===== src/rtl/pdm_ddr_deserializer.sv =====
// pdm_ddr_deserializer: PDM clock generator and DDR microphone deserializer with valid/ready output.
// Optional feature: define PDM_DESER_OVR_CNT_EN to add the 8-bit saturating dropped-frame counter ovr_count.
// rst is asynchronous and active-low.
module pdm_ddr_deserializer #(
    parameter int N_LINES    = 8,
    parameter int DIV        = 4,
    parameter int FRAME_BITS = 16
) (
    input  logic                            clk,
    input  logic                            rst,
    input  logic                            en,
    input  logic [N_LINES-1:0]              ddr_data,
    output logic                            pdm_clk_o,
    output logic [N_LINES*FRAME_BITS-1:0]   out_data_0,
    output logic [N_LINES*FRAME_BITS-1:0]   out_data_1,
    output logic                            out_valid,
    input  logic                            out_ready,
    output logic                            overrun,
    input  logic                            ovr_clr
`ifdef PDM_DESER_OVR_CNT_EN
    ,
    output logic [7:0]                      ovr_count
`endif
);
    localparam int PW = $clog2(2 * DIV);
    localparam int BW = $clog2(FRAME_BITS);
    localparam logic [PW-1:0] PH_A   = PW'(DIV - 1);
    localparam logic [PW-1:0] PH_B   = PW'(2 * DIV - 1);
    localparam logic [PW-1:0] PH_DIV = PW'(DIV);
    localparam logic [BW-1:0] BC_L   = BW'(FRAME_BITS - 1);

    logic [N_LINES-1:0]                   r_sync1;
    logic [N_LINES-1:0]                   r_sync2;
    logic [PW-1:0]                        r_ph;
    logic [BW-1:0]                        r_bc;
    logic                                 r_pdm;
    logic [N_LINES-1:0]                   r_stage;
    logic [N_LINES-1:0][FRAME_BITS-1:0]   r_sh_a;
    logic [N_LINES-1:0][FRAME_BITS-1:0]   r_sh_b;
    logic [N_LINES-1:0][FRAME_BITS-1:0]   r_out_a;
    logic [N_LINES-1:0][FRAME_BITS-1:0]   r_out_b;
    logic                                 r_valid;
    logic                                 r_ovr;

    logic [PW-1:0]                        w_ph_nxt;
    logic                                 w_cap;
    logic                                 w_shift;
    logic                                 w_frame;
    logic                                 w_load;
    logic                                 w_drop;
    logic [N_LINES-1:0][FRAME_BITS-1:0]   w_word_a;
    logic [N_LINES-1:0][FRAME_BITS-1:0]   w_word_b;

    assign w_ph_nxt = en ? ((r_ph == PH_B) ? '0 : r_ph + PW'(1)) : '0;
    assign w_cap    = en && (r_ph == PH_A);
    assign w_shift  = en && (r_ph == PH_B);
    assign w_frame  = w_shift && (r_bc == BC_L);
    assign w_load   = w_frame && (!r_valid || out_ready);
    assign w_drop   = w_frame && r_valid && !out_ready;

    assign pdm_clk_o  = r_pdm;
    assign out_data_0 = r_out_a;
    assign out_data_1 = r_out_b;
    assign out_valid  = r_valid;
    assign overrun    = r_ovr;

    // Two-flop synchronizer per line; everything downstream samples r_sync2.
    always_ff @(posedge clk or negedge rst) begin
        if (!rst) begin
            r_sync1 <= '0;
            r_sync2 <= '0;
        end else begin
            r_sync1 <= ddr_data;
            r_sync2 <= r_sync1;
        end
    end

    // Phase counter and the PDM clock flop, which looks one phase ahead so the pin is glitch-free.
    always_ff @(posedge clk or negedge rst) begin
        if (!rst) begin
            r_ph  <= '0;
            r_pdm <= 1'b0;
        end else begin
            r_ph  <= w_ph_nxt;
            r_pdm <= en && (w_ph_nxt < PH_DIV);
        end
    end

    // Next shift-register contents: oldest bit moves toward the MSB, newest enters at bit 0.
    always_comb begin
        w_word_a = '0;
        w_word_b = '0;
        for (int i = 0; i < N_LINES; i++) begin
            w_word_a[i] = {r_sh_a[i][FRAME_BITS-2:0], r_stage[i]};
            w_word_b[i] = {r_sh_b[i][FRAME_BITS-2:0], r_sync2[i]};
        end
    end

    // Channel-A staging, per-line shift registers and bit counter; cleared while disabled to drop partial frames.
    always_ff @(posedge clk or negedge rst) begin
        if (!rst) begin
            r_stage <= '0;
            r_sh_a  <= '0;
            r_sh_b  <= '0;
            r_bc    <= '0;
        end else if (!en) begin
            r_stage <= '0;
            r_sh_a  <= '0;
            r_sh_b  <= '0;
            r_bc    <= '0;
        end else begin
            if (w_cap)
                r_stage <= r_sync2;
            if (w_shift) begin
                r_sh_a <= w_word_a;
                r_sh_b <= w_word_b;
                r_bc   <= (r_bc == BC_L) ? '0 : r_bc + BW'(1);
            end
        end
    end

    // Output holding register with valid/ready; a completed frame replaces the held one only if it is free or leaving.
    always_ff @(posedge clk or negedge rst) begin
        if (!rst) begin
            r_out_a <= '0;
            r_out_b <= '0;
            r_valid <= 1'b0;
        end else if (w_load) begin
            r_out_a <= w_word_a;
            r_out_b <= w_word_b;
            r_valid <= 1'b1;
        end else if (r_valid && out_ready) begin
            r_valid <= 1'b0;
        end
    end

    // Sticky overrun flag; a drop in the same cycle as a clear keeps it set.
    always_ff @(posedge clk or negedge rst) begin
        if (!rst)
            r_ovr <= 1'b0;
        else
            r_ovr <= w_drop ? 1'b1 : (ovr_clr ? 1'b0 : r_ovr);
    end

`ifdef PDM_DESER_OVR_CNT_EN
    logic [7:0] r_ovr_cnt;

    assign ovr_count = r_ovr_cnt;

    // Saturating dropped-frame counter; a drop coinciding with a clear leaves a count of one.
    always_ff @(posedge clk or negedge rst) begin
        if (!rst)
            r_ovr_cnt <= 8'd0;
        else
            r_ovr_cnt <= w_drop ? (ovr_clr ? 8'd1 : ((r_ovr_cnt == 8'hFF) ? 8'hFF : r_ovr_cnt + 8'd1))
                                : (ovr_clr ? 8'd0 : r_ovr_cnt);
    end
`else
    // Without the counter, drops are recorded only by the sticky overrun flag.
`endif

endmodule


===== config.mk =====
export PLATFORM = sky130hd
export DESIGN_NAME = pdm_ddr_deserializer
export DESIGN_NICKNAME = d
export VERILOG_FILES = /design/src/rtl/pdm_ddr_deserializer.sv
export SDC_FILE = /design/constraint.sdc
export NUM_CORES = 1
export LEC_CHECK = 0
export ABC_CLOCK_PERIOD_IN_PS = 2200
export BUFFER_PORTS_ARGS = -buffer_cell sky130_fd_sc_hd__clkbuf_2
export CORE_MARGIN = 5
export CORE_UTILIZATION = 58
export CTS_CLUSTER_DIAMETER = 150
export DETAILED_ROUTE_END_ITERATION = 10
export GPL_ROUTABILITY_DRIVEN = 0
export PLACE_DENSITY = 0.8
export SLEW_MARGIN = 20
export SYNTH_ARGS = -nofsm -noshare
export SYNTH_HDL_FRONTEND = slang
export SYNTH_SLANG_ARGS = --single-unit

===== constraint.sdc =====
create_clock -name clk -period 2.2 [get_ports clk]
set_input_delay 0.22 -clock clk [delete_from_list [all_inputs] [get_ports clk]]
set_output_delay 0.22 -clock clk [all_outputs]
set_load 0.1 [all_outputs]

==> results of run 1 <==
-- where the power goes --
part	switching, mW	total (mW)	internal [mW]
logic	0.303	0.462	0.159
clock network	3.68	9.37	5.68
registers	0.0229	9.80	9.78
total	4.01	19.6	15.6
-- registers in the layout, indices dropped and copies added (netlist names), 4 cells and up --
name	count
r_sh_a	120
r_sync1	8
r_sync2	8
r_bc	4
out_data_0	128
r_sh_b	120
r_stage	8
out_data_1	128
-- metal layers --
metal,routed length (um),track usage,up-vias
met3,2610,0.0497,68
met2,20900,0.334,251
met4,928,0.0577,0
met5,0,0,-
li1,-,-,5347
met1,19800,0.310,6074
-- placed cells by master (no fill, tap or decap), types with 2 or more instances in the layout --
cell	n
sky130_fd_sc_hd__and2_1	3
sky130_fd_sc_hd__buf_12	24
sky130_fd_sc_hd__buf_4	26
sky130_fd_sc_hd__bufinv_16	6
sky130_fd_sc_hd__clkbuf_1	14
sky130_fd_sc_hd__clkbuf_16	55
sky130_fd_sc_hd__clkbuf_2	269
sky130_fd_sc_hd__clkbuf_8	12
sky130_fd_sc_hd__clkinv_2	9
sky130_fd_sc_hd__dfrtp_1	530
sky130_fd_sc_hd__dlygate4sd3_1	10
sky130_fd_sc_hd__ha_1	3
sky130_fd_sc_hd__inv_1	2
sky130_fd_sc_hd__mux2_2	16
sky130_fd_sc_hd__mux2_4	240
sky130_fd_sc_hd__mux2i_1	250
sky130_fd_sc_hd__nand2_1	4
sky130_fd_sc_hd__nor2b_1	251
-- cell families after synthesis --
kind of cell,synth area share
compound gates,0.00137
xor+xnor,0.000400
fa+ha+maj,0.00229
buf+inv,0.0282
flops,0.606
mux,0.287
simple gates,0.0751
-- stage by stage --
step	util	setup WS (ns)	std cells
3_5_place_dp	0.640	0.0925	2144
6_report	0.692	0.106	2252
4_1_cts	0.692	0.0845	2252
2_1_floorplan	-	0.0745	1398
3_3_place_gp	0.640	0.129	2144
5_1_grt	0.692	0.0260	2252
-- worst reg2reg max path: cells and delay by family, from the launching register on --
kind	cells	cell delay [ns]
AND/OR/NAND/NOR	2	0.48
adder cells (fa/ha/maj)	2	0.35
buffers and inverters	2	0.50
multiplexers	1	0.31
flip-flops	1	0.35
-- final timing paths --
path / end / slack, ns / start
max reg2reg: out_data_0[30]$_DFFE_PN0P_ / 0.11 / r_ph[0]$_DFF_PN0_
min reg2reg: r_sync2[1]$_DFF_PN0_ / 0.35 / r_sync1[1]$_DFF_PN0_
max in group asynchronous: r_sh_a[110]$_DFFE_PN0P_ / 1.14 / rst
min in group asynchronous: out_data_0[37]$_DFFE_PN0P_ / 0.18 / rst
min: out_valid$_DFFE_PN0P_ / 0.04 / out_ready
max: out_data_0[30]$_DFFE_PN0P_ / 0.11 / r_ph[0]$_DFF_PN0_
-- cell type report --
type                    instances  area, um2
clock buffers                  81       1590
clock inverters                17        241
fillers                      2505      11600
inverters                       2       7.51
multi-input cells             780       8040
flip-flops and latches        530      13300
well taps                     511        639
repair buffers                331       2150
-- what timing repair did --
action | in CTS | in global routing
hold buffers | 10 | 0
setup buffers | 0 | 0
endpoints found under the hold margin | 64 | 0
setup endpoints to repair | 0 | 0
==> summary.json, run 1 <==
{
  "clock_tree": {
    "root_buffer": "sky130_fd_sc_hd__clkbuf_16",
    "clk_pin_slew_ns": 0.06,
    "cts-buffers-inserted": 53,
    "clkLatencyLatePin_ns": 0.58,
    "cts_tree": "done",
    "numClockSinks": 530,
    "cts-root-to-sink-buffers": 3,
    "cts_resized": 0,
    "cts-htree-levels": 2
  },
  "job": {
    "cap_viol_max_count": 0
  },
  "routing": {
    "vias": 11740,
    "vias_per_cell": 5.21,
    "drtAntennaViolNets": 0,
    "routedWlPerCell_um": 19.7,
    "drt_drc_violations_left": 0,
    "first_iter_violations": 548,
    "drt-pass1-iter-count": 4,
    "route.final.wire_length_mm": 44.3
  },
  "floorplan": {
    "fp.dieArea_mm2": 0.0417,
    "floorplan.die.width_um": 204,
    "io-pin-count": 272,
    "start_util": 0.584,
    "fp-row-count": 71,
    "die_height_um": 204,
    "core-area_mm2": 0.0375
  },
  "worst_setup_path": {
    "worst-endpoint-required_ns": 2.66,
    "cp_data_arrival_time_ns": 2.55,
    "critical_path_class": "reg -> reg",
    "kind_of_cell_adding_the_most_delay_to_the_critical_path": "simple AND/OR/NAND/NOR gates",
    "timing.reg2reg.worst_path_depth": 7,
    "crit_path_start_kind": "register",
    "slowest_stage": "sky130_fd_sc_hd__and3b_4",
    "cp-end-kind": "register",
    "critPathMaxFanout": 26,
    "path_cells": "ha_1, ha_4, nand2_1, and3b_4, buf_12, buf_4, mux2_4",
    "slowest_delay_ns": 0.41,
    "worstPathBufferInverterCount": 2,
    "critical_path_cell_count": 7
  },
  "sta": {
    "timing.final.setup_violations": 0,
    "whs_ns": 0.0429,
    "grt_setup_unrepaired": "no",
    "tns_ns": 0,
    "finalCriticalPeriod_ns": 2.09,
    "finalMaxSlewViolations": 0,
    "timing_worst_slew_pin_value_ns": 0.919,
    "skew_ns": 0.0153,
    "finalHoldViolCount": 0,
    "period_share": 0.952,
    "f_max_ghz": 0.478,
    "max_slew_margin": 0.387
  },
  "finish": {
    "antennaDiodeCount": 0,
    "finish.net_count": 1715,
    "drive_gt1_frac": 0.381,
    "final_design_area_no_fill_mm2": 0.0259,
    "flow.area_growth_from_synthesis_pct": 18.4
  },
  "worst_hold_path": {
    "hold-path-cell-count": 3,
    "hold_class": "in -> reg"
  },
  "yosys": {
    "post-synth-top-area-cell": "sky130_fd_sc_hd__dfrtp_1",
    "yosys.cell_count.top_type": "sky130_fd_sc_hd__dfrtp_1",
    "netlist-cell-type-count": 26,
    "edff_count_synth": 0,
    "postSynthNetCount": 1415,
    "syn_avg_cell_area_um2": 15.7,
    "synthFlopType": "sky130_fd_sc_hd__dfrtp_1",
    "synth.top_cells.by_area": "sky130_fd_sc_hd__dfrtp_1 (61%), sky130_fd_sc_hd__mux2_4 (16%), sky130_fd_sc_hd__mux2i_1 (11%), sky130_fd_sc_hd__nor2b_1 (7.2%), sky130_fd_sc_hd__buf_6 (0.87%)",
    "yosys_register_bits": 530,
    "synthesis.instances": 1398,
    "synth.yosys.warnings": 0,
    "mapped_cell_area_mm2": 0.0219,
    "post_synth_most_frequent_cells": "sky130_fd_sc_hd__dfrtp_1 (530), sky130_fd_sc_hd__nor2b_1 (251), sky130_fd_sc_hd__mux2i_1 (250)",
    "synth-seq-area-share": 0.606,
    "synth_async_sr_flop_share": 1.00,
    "synth_top_area_share": 0.606
  },
  "place": {
    "place.port_buffers": 271,
    "hpwlAfterDp_mm": 28.4,
    "placement.cell_area_mm2": 0.0240
  },
  "power": {
    "worst_ir_drop_vdd_v": 0.000718,
    "pnr_total_power_mw": 19.6,
    "power_leakage_nw": 12.1,
    "power.density_cell_area_mw_per_mm2": 757
  },
  "global_route": {
    "grt_first_pass_wirelength_mm": 72.6,
    "grt_usage": 0.215,
    "grt_pass1_vias": 12703,
    "grt_start_max_net_pins": 257,
    "grt_antenna_before_repair": 0,
    "globalRoute.totalOverflow": 0
  },
  "run_status": {
    "status": "complete, no violations"
  }
}
Note: power is estimated with default switching activity, not from simulation.
==> run 2, diff against run 1 <==
- ABC_CLOCK_PERIOD_IN_PS: 2200 -> 1800
- CORE_UTILIZATION: 58 -> 52
- PLACE_DENSITY: 0.8 -> 0.76
- REMOVE_ABC_BUFFERS: not set -> 1
- clock period: 2.2 -> 1.8 ns (I/O delays scaled with it)
==> run 2 against run 1 <==
The run now ends with negative setup slack left. Largest cell class unchanged. Critical path depth rose by 2. Sequential cell count unchanged. Final area is 4.4% higher.
==> summary.json, run 2 (synthesis gave the netlist of run 1 again) <==
{
  "finish": {
    "flow.area_growth_from_synthesis_pct": 23.6,
    "finish.cell_count_without_fillers": {"value": 2332, "change": "+3.6%"},
    "final_util": {"value": 0.648, "change": "-0.0434"},
    "antennaDiodeCount": {"value": 0, "change": "unchanged"},
    "most_frequent_cells_in_the_layout": "sky130_fd_sc_hd__dfrtp_1 (530), sky130_fd_sc_hd__clkbuf_2 (269), sky130_fd_sc_hd__mux2_4 (254), sky130_fd_sc_hd__nor2b_1 (251), sky130_fd_sc_hd__mux2i_1 (250)",
    "final_design_area_no_fill": {"value": 0.0271, "unit": "mm2", "change": "+4.4%"},
    "final.fill_count": {"value": 2915, "change": "+16%"},
    "drive_gt1_frac": {"value": 0.401, "change": "+0.0202"},
    "mostFrequentLayoutCell": "sky130_fd_sc_hd__dfrtp_1",
    "final-seq-area": {"value": 0.0133, "unit": "mm2", "change": "unchanged"},
    "finish.net_count": {"value": 1771, "change": "+3.3%"},
    "multi_input_area": {"value": 0.00811, "unit": "mm2", "change": "+0.87%"}
  },
  "global_route": {
    "grt_usage": {"value": 0.196, "change": "-0.0195"},
    "grt_antenna_before_repair": {"value": 0, "change": "unchanged"},
    "grt_first_pass_wirelength": {"value": 74.3, "unit": "mm", "change": "+2.3%"},
    "grt_start_max_net_pins": {"value": 257, "change": "unchanged"},
    "grt_pass1_vias": {"value": 12994, "change": "+2.3%"},
    "globalRoute.totalOverflow": {"value": 0, "change": "unchanged"}
  },
  "floorplan": {
    "fp-row-count": {"value": 75, "change": "+5.6%"},
    "floorplan.die.width": {"value": 215, "unit": "um", "change": "+5.3%"},
    "start_util": {"value": 0.524, "change": "-0.0597"},
    "io-pin-count": {"value": 272, "change": "unchanged"},
    "fp.dieArea": {"value": 0.0463, "unit": "mm2", "change": "+11%"},
    "die_height": {"value": 215, "unit": "um", "change": "+5.3%"},
    "core-area": {"value": 0.0418, "unit": "mm2", "change": "+11%"}
  },
  "worst_hold_path": {
    "hold_class": "in -> async"
  },
  "clock_tree": {
    "cts-buffers-inserted": {"value": 54, "change": "+1.9%"},
    "numClockSinks": {"value": 530, "change": "unchanged"},
    "cts_tree": "done",
    "cts-root-to-sink-buffers": {"value": 3, "change": "unchanged"},
    "cts-htree-levels": {"value": 2, "change": "unchanged"},
    "root_buffer": "sky130_fd_sc_hd__clkbuf_16",
    "clk_pin_slew": {"value": 0.06, "unit": "ns", "change": "about the same"},
    "clkLatencyLatePin": {"value": 0.58, "unit": "ns", "change": "about the same"}
  },
  "routing": {
    "wl_met2": {"value": 22.6, "unit": "mm", "change": "+8.1%"},
    "drt-pass1-iter-count": {"value": 4, "change": "unchanged"},
    "drtAntennaViolNets": {"value": 0, "change": "unchanged"},
    "drt_drc_violations_left": {"value": 0, "change": "unchanged"},
    "dr.max_layer_used": "met4",
    "vias_per_cell": {"value": 5.12, "change": "-1.8%"},
    "route.final.wire_length": {"value": 46.4, "unit": "mm", "change": "+4.7%"},
    "route.met3.wl": {"value": 1.73, "unit": "mm", "change": "-34%"},
    "wl_met1": {"value": 21.0, "unit": "mm", "change": "+5.9%"},
    "vias": {"value": 11942, "change": "+1.7%"},
    "first_iter_violations": {"value": 634, "change": "+16%"},
    "routedWlPerCell": {"value": 19.9, "unit": "um", "change": "+1.1%"}
  },
  "worst_setup_path": {
    "critical_path_cell_count": {"value": 9, "change": "+2"},
    "worst-endpoint-required": {"value": 2.26, "unit": "ns", "change": "-0.40 ns"},
    "kind_of_cell_adding_the_most_delay_to_the_critical_path": "buffers and inverters",
    "slowest_stage": "sky130_fd_sc_hd__dfrtp_1",
    "critPathMaxFanout": {"value": 8, "change": "-69%"},
    "timing.reg2reg.worst_path_depth": {"value": 9, "change": "+2"},
    "worstPathBufferInverterCount": {"value": 4, "change": "+2"},
    "slowest_delay": {"value": 0.40, "unit": "ns", "change": "about the same"},
    "cp_data_arrival_time": {"value": 2.44, "unit": "ns", "change": "-0.11 ns"},
    "critical_path_class": "reg -> reg",
    "path_cells": "ha_4, ha_4, nand2_2, and3b_4, buf_6, buf_12, buf_8, buf_12, mux2_4",
    "crit_path_start_kind": "register",
    "cp-end-kind": "register"
  },
  "power": {
    "pnr_total_power": {"value": 24.2, "unit": "mW", "change": "+23%"},
    "power.density_cell_area": {"value": 894, "unit": "mW/mm2", "change": "+18%"},
    "worst_ir_drop_vdd": {"value": 0.000684, "unit": "V", "change": "-4.8%"},
    "power_leakage": {"value": 12.6, "unit": "nW", "change": "+4.0%"}
  },
  "place": {
    "placement.cell_area": {"value": 0.0243, "unit": "mm2", "change": "+1.3%"},
    "place.detailed.instances": {"value": 2193, "change": "+2.3%"},
    "place.port_buffers": {"value": 271, "change": "unchanged"},
    "placement.setup.worst_slack": {"value": -0.221, "unit": "ns", "change": "-0.314 ns"},
    "hpwlAfterDp": {"value": 28.5, "unit": "mm", "change": "+0.18%"}
  },
  "sta": {
    "max_slew_margin": {"value": 0.262, "change": "-0.125"},
    "skew": {"value": 0.0118, "unit": "ns", "change": "-0.00347 ns"},
    "f_max": {"value": 0.507, "unit": "GHz", "change": "+6.3%"},
    "grt_setup_unrepaired": "yes",
    "period_share": {"value": 1.09, "change": "+0.143"},
    "finalMaxSlewViolations": {"value": 0, "change": "unchanged"},
    "finalHoldViolCount": {"value": 0, "change": "unchanged"},
    "finalCriticalPeriod": {"value": 1.97, "unit": "ns", "change": "-0.123 ns"},
    "timing_worst_slew_pin_value": {"value": 1.11, "unit": "ns", "change": "+0.188 ns"},
    "setup_slack": {"value": -0.171, "unit": "ns", "change": "-0.277 ns"},
    "timing.final.setup_violations": {"value": 297, "change": "+297"}
  },
  "job": {
    "cap_viol_max_count": {"value": 0, "change": "unchanged"}
  },
  "run_status": {
    "failed_checks": "negative setup slack",
    "status": "finished, violations left"
  }
}
-- run 2: layer usage --
layer,vias to the layer above,global-route usage
met4,0,0.0568
met3,65,0.0326
li1,5485,-
met2,211,0.322
met5,-,0
met1,6181,0.271
-- run 2: path summary, 6_finish.rpt --
check	startpoint	slack, ns	end
min in group clk	en	0.15	out_valid$_DFFE_PN0P_
max reg2reg	r_ph[0]$_DFF_PN0_	-0.17	out_data_0[27]$_DFFE_PN0P_
max	r_ph[0]$_DFF_PN0_	-0.17	out_data_0[27]$_DFFE_PN0P_
min reg2reg	r_sync1[0]$_DFF_PN0_	0.35	r_sync2[0]$_DFF_PN0_
max in group asynchronous	rst	0.92	out_data_1[74]$_DFFE_PN0P_
min	rst	0.1	out_data_0[9]$_DFFE_PN0P_
-- run 2: power by group --
group / internal [mW] / switching, mW / leakage (nW)
sequential: 11.9 / 0.0255 / 7.37
clock: 7.12 / 4.51 / 0.916
combinational: 0.223 / 0.379 / 4.27
total: 19.3 / 4.92 / 12.6
-- run 2: layout make-up --
type,instances,area share
Inverter,2,0.000277
Clock inverter,17,0.00985
Tap cell,539,0.0249
Clock buffer,78,0.0589
Multi-Input combinational cell,780,0.299
Timing Repair Buffer,386,0.117
Sequential cell,530,0.490
-- run 2: worst reg2reg max path, stage by stage, from the launching register on --
cell and delay (ns):
sky130_fd_sc_hd__dfrtp_1 0.40, sky130_fd_sc_hd__ha_4 0.16, sky130_fd_sc_hd__ha_4 0.12, sky130_fd_sc_hd__nand2_2 0.04, sky130_fd_sc_hd__and3b_4 0.33, sky130_fd_sc_hd__buf_6 0.12
sky130_fd_sc_hd__buf_12 0.11, sky130_fd_sc_hd__buf_8 0.12, sky130_fd_sc_hd__buf_12 0.14, sky130_fd_sc_hd__mux2_4 0.30
-- run 2: through the flow --
step / TNS, ns / hold WS, ns
floorplan: -6353.72 / -0.116
global placement: -32.42 / 0.0999
detailed placement: -42.36 / 0.103
CTS: -30.85 / 0.0621
global route: -49.72 / 0.109
finish: -29.98 / 0.0991
-- run 2: repair_timing --
| action | in CTS | in global routing |
|---|---|---|
| setup endpoints to repair | 333 | 329 |
| gates cloned | 9 | 5 |
| pin swaps | 3 | 2 |
| hold buffers | 11 | 0 |
| resized for setup | 52 | 24 |
| setup buffers | 13 | 14 |
| endpoints found under the hold margin | 315 | 0 |
==> run 3, diff against run 2 <==
- ABC_CLOCK_PERIOD_IN_PS: 1800 -> 2300
- CORE_MARGIN: 5 -> 4
- CORE_UTILIZATION: 52 -> 62
- PLACE_DENSITY: 0.76 -> 0.84
- clock period: 1.8 -> 2.3 ns (I/O delays scaled with it)
==> run 3 against run 2 <==
The flow now finishes without violations. Fmax is 8.6% lower. First-iteration DRC count is 8.0% lower. Wire length is 5.7% lower.
==> summary.json, run 3 (synthesis gave the netlist of run 1 again) <==
{
  "run_status": {
    "status": "complete, no violations"
  },
  "floorplan": {
    "core-area": {"value": 0.0347, "unit": "mm2", "change": "-17%"},
    "die_height": {"value": 196, "unit": "um", "change": "-9.0%"},
    "floorplan.die.width": {"value": 196, "unit": "um", "change": "-9.0%"},
    "fp-row-count": {"value": 68, "change": "-9.3%"},
    "start_util": {"value": 0.631, "change": "+0.106"},
    "io-pin-count": {"value": 272, "change": "unchanged"},
    "fp.dieArea": {"value": 0.0384, "unit": "mm2", "change": "-17%"}
  },
  "worst_setup_path": {
    "crit_path_start_kind": "register",
    "crit_path_frequent_cell": "sky130_fd_sc_hd__buf_12",
    "worst-endpoint-required": {"value": 2.76, "unit": "ns", "change": "+0.50 ns"},
    "critPathMaxFanout": {"value": 29, "change": "+21"},
    "cp_data_arrival_time": {"value": 2.62, "unit": "ns", "change": "+0.18 ns"},
    "r2r_slack": {"value": 0.14, "unit": "ns", "change": "+0.31 ns"},
    "crit_path_end": "out_data_1[31]$_DFFE_PN0P_",
    "critical_path_class": "reg -> reg",
    "slowest_delay": {"value": 0.39, "unit": "ns", "change": "about the same"},
    "worst_r2r_dst": "out_data_1[31]$_DFFE_PN0P_",
    "path_cells": "ha_1, ha_4, nand2_1, and3b_4, buf_12, buf_12, mux2_2",
    "launch_point_of_the_worst_path": "r_ph[0]$_DFF_PN0_",
    "slowest_stage": "sky130_fd_sc_hd__and3b_4",
    "cp-end-kind": "register",
    "timing.reg2reg.worst_path_depth": {"value": 7, "change": "-2"},
    "critical_path.reg2reg.startpoint": "r_ph[0]$_DFF_PN0_"
  },
  "sta": {
    "finalCriticalPeriod": {"value": 2.16, "unit": "ns", "change": "+0.186 ns"},
    "timing.final.setup_violations": {"value": 0, "change": "-100%"},
    "finalHoldViolCount": {"value": 0, "change": "unchanged"},
    "grt_setup_unrepaired": "no",
    "setup_slack": {"value": 0.143, "unit": "ns", "change": "+0.314 ns"},
    "skew": {"value": 0.0191, "unit": "ns", "change": "+0.00727 ns"},
    "f_max": {"value": 0.464, "unit": "GHz", "change": "-8.6%"},
    "finalMaxSlewViolations": {"value": 0, "change": "unchanged"},
    "max_slew_margin": {"value": 0.203, "change": "-0.0586"},
    "timing_worst_slew_pin_value": {"value": 1.20, "unit": "ns", "change": "+0.0879 ns"},
    "period_share": {"value": 0.938, "change": "-0.157"}
  },
  "power": {
    "power.density_cell_area": {"value": 719, "unit": "mW/mm2", "change": "-20%"},
    "power_leakage": {"value": 12.0, "unit": "nW", "change": "-4.5%"},
    "worst_ir_drop_vdd": {"value": 0.000619, "unit": "V", "change": "-9.5%"},
    "pnr_total_power": {"value": 18.5, "unit": "mW", "change": "-24%"}
  },
  "finish": {
    "finish.net_count": {"value": 1706, "change": "-3.7%"},
    "antennaDiodeCount": {"value": 0, "change": "unchanged"},
    "final_util": {"value": 0.739, "change": "+0.0910"},
    "mostFrequentLayoutCell": "sky130_fd_sc_hd__dfrtp_1",
    "most_frequent_cells_in_the_layout": "sky130_fd_sc_hd__dfrtp_1 (530), sky130_fd_sc_hd__clkbuf_2 (269), sky130_fd_sc_hd__nor2b_1 (251), sky130_fd_sc_hd__mux2i_1 (250), sky130_fd_sc_hd__mux2_4 (240)",
    "flow.area_growth_from_synthesis_pct": 17.2,
    "drive_gt1_frac": {"value": 0.378, "change": "-0.0235"}
  },
  "clock_tree": {
    "clkLatencyLatePin": {"value": 0.58, "unit": "ns", "change": "about the same"},
    "cts_tree": "done",
    "cts-htree-levels": {"value": 2, "change": "unchanged"},
    "cts_resized": {"value": 0, "change": "-100%"},
    "clk_pin_slew": {"value": 0.06, "unit": "ns", "change": "about the same"},
    "cts-buffers-inserted": {"value": 53, "change": "-1.9%"},
    "postCtsSetupBuffers": {"value": 0, "change": "-13"},
    "root_buffer": "sky130_fd_sc_hd__clkbuf_16",
    "cts-root-to-sink-buffers": {"value": 3, "change": "unchanged"},
    "numClockSinks": {"value": 530, "change": "unchanged"},
    "cts.hold.buffers_added": {"value": 11, "change": "unchanged"}
  },
  "routing": {
    "vias": {"value": 11783, "change": "-1.3%"},
    "vias_per_cell": {"value": 5.40, "change": "+5.5%"},
    "first_iter_violations": {"value": 583, "change": "-8.0%"},
    "drt_drc_violations_left": {"value": 0, "change": "unchanged"},
    "drt-pass1-iter-count": {"value": 5, "change": "+1"},
    "route.final.wire_length": {"value": 43.7, "unit": "mm", "change": "-5.7%"},
    "drtAntennaViolNets": {"value": 0, "change": "unchanged"},
    "routedWlPerCell": {"value": 20.0, "unit": "um", "change": "+0.80%"}
  },
  "job": {
    "cap_viol_max_count": {"value": 0, "change": "unchanged"}
  },
  "worst_hold_path": {
    "hold_class": "in -> reg",
    "hold-path-cell-count": 4
  },
  "global_route": {
    "grt_first_pass_wirelength": {"value": 72.1, "unit": "mm", "change": "-2.9%"},
    "grt_pass1_vias": {"value": 12793, "change": "-1.5%"},
    "grt_start_max_net_pins": {"value": 257, "change": "unchanged"},
    "grt_antenna_before_repair": {"value": 0, "change": "unchanged"},
    "grt_usage": {"value": 0.230, "change": "+0.0349"},
    "globalRoute.totalOverflow": {"value": 0, "change": "unchanged"}
  },
  "place": {
    "place.port_buffers": {"value": 271, "change": "unchanged"},
    "hpwlAfterDp": {"value": 27.3, "unit": "mm", "change": "-4.1%"},
    "placement.setup.worst_slack": {"value": 0.164, "unit": "ns", "change": "+0.385 ns"}
  }
}
run 3: cell count changes in the layout (fill, tap and decap cells not counted), moves of 2 or more:
cell and change:
sky130_fd_sc_hd__mux2_4 -14, sky130_fd_sc_hd__buf_16 -12, sky130_fd_sc_hd__buf_8 -9, sky130_fd_sc_hd__buf_4 -12, sky130_fd_sc_hd__clkbuf_1 -2, sky130_fd_sc_hd__buf_6 -6, sky130_fd_sc_hd__clkbuf_16 -7, sky130_fd_sc_hd__mux2_2 +14
sky130_fd_sc_hd__bufinv_16 -4, sky130_fd_sc_hd__ha_1 +2, sky130_fd_sc_hd__buf_12 -20, sky130_fd_sc_hd__clkbuf_8 +7
run 3: layer usage:
| metal | up-vias | wire length, um | global-route usage |
|---|---|---|---|
| met2 | 274 | 21200 | 0.370 |
| li1 | 5364 | - | - |
| met5 | - | 0 | 0 |
| met1 | 6058 | 19100 | 0.322 |
| met3 | 87 | 1990 | 0.0405 |
| met4 | 0 | 1490 | 0.0835 |
run 3: worst min path at each step:
| stage | end | startpoint | slack (ns) |
|---|---|---|---|
| 2_1_floorplan | out_data_0[0]$_DFFE_PN0P_ | rst | -0.07 |
| 6_report | out_valid$_DFFE_PN0P_ | en | 0.14 |
| 3_3_place_gp | out_data_1[62]$_DFFE_PN0P_ | rst | 0.18 |
| 3_5_place_dp | out_data_1[63]$_DFFE_PN0P_ | rst | 0.18 |
| 5_1_grt | out_valid$_DFFE_PN0P_ | en | 0.14 |
| 4_1_cts | out_valid$_DFFE_PN0P_ | en | 0.11 |
run 3: worst max-delay path, delay by kind of cell, from the launching register on:
family	cells	cell delay, ns
flops	1	0.36
simple gates	2	0.47
fa+ha+maj	2	0.37
mux	1	0.36
buf+inv	2	0.45
run 3: area by class of cell:
class,count,area [um2]
sequential,530,13300
fill,2124,9050
multi-input combinational,780,8040
timing repair buffer,322,2010
clock buffer,81,1630
tap,455,569
clock inverter,12,143
inverter,2,7.51
run 3: per-stage QoR:
step                      area, um2   TNS, ns  instances  hold slack [ns]
after floorplan               21300  -6102.22       1312          -0.0656
after global placement        23800         0       2078            0.179
after detailed placement      23800         0       2078            0.180
after CTS                     25700         0       2182            0.111
after global routing          25700         0       2182            0.144
final                         25700         0       2182            0.137
run 3: power breakdown:
| part | internal, mW | switching, mW | total, mW | leakage, nW |
|---|---|---|---|---|
| clock | 5.20 | 3.45 | 8.65 | 0.883 |
| combinational | 0.149 | 0.286 | 0.436 | 3.74 |
| sequential | 9.35 | 0.0182 | 9.37 | 7.37 |
| total | 14.7 | 3.76 | 18.5 | 12.0 |
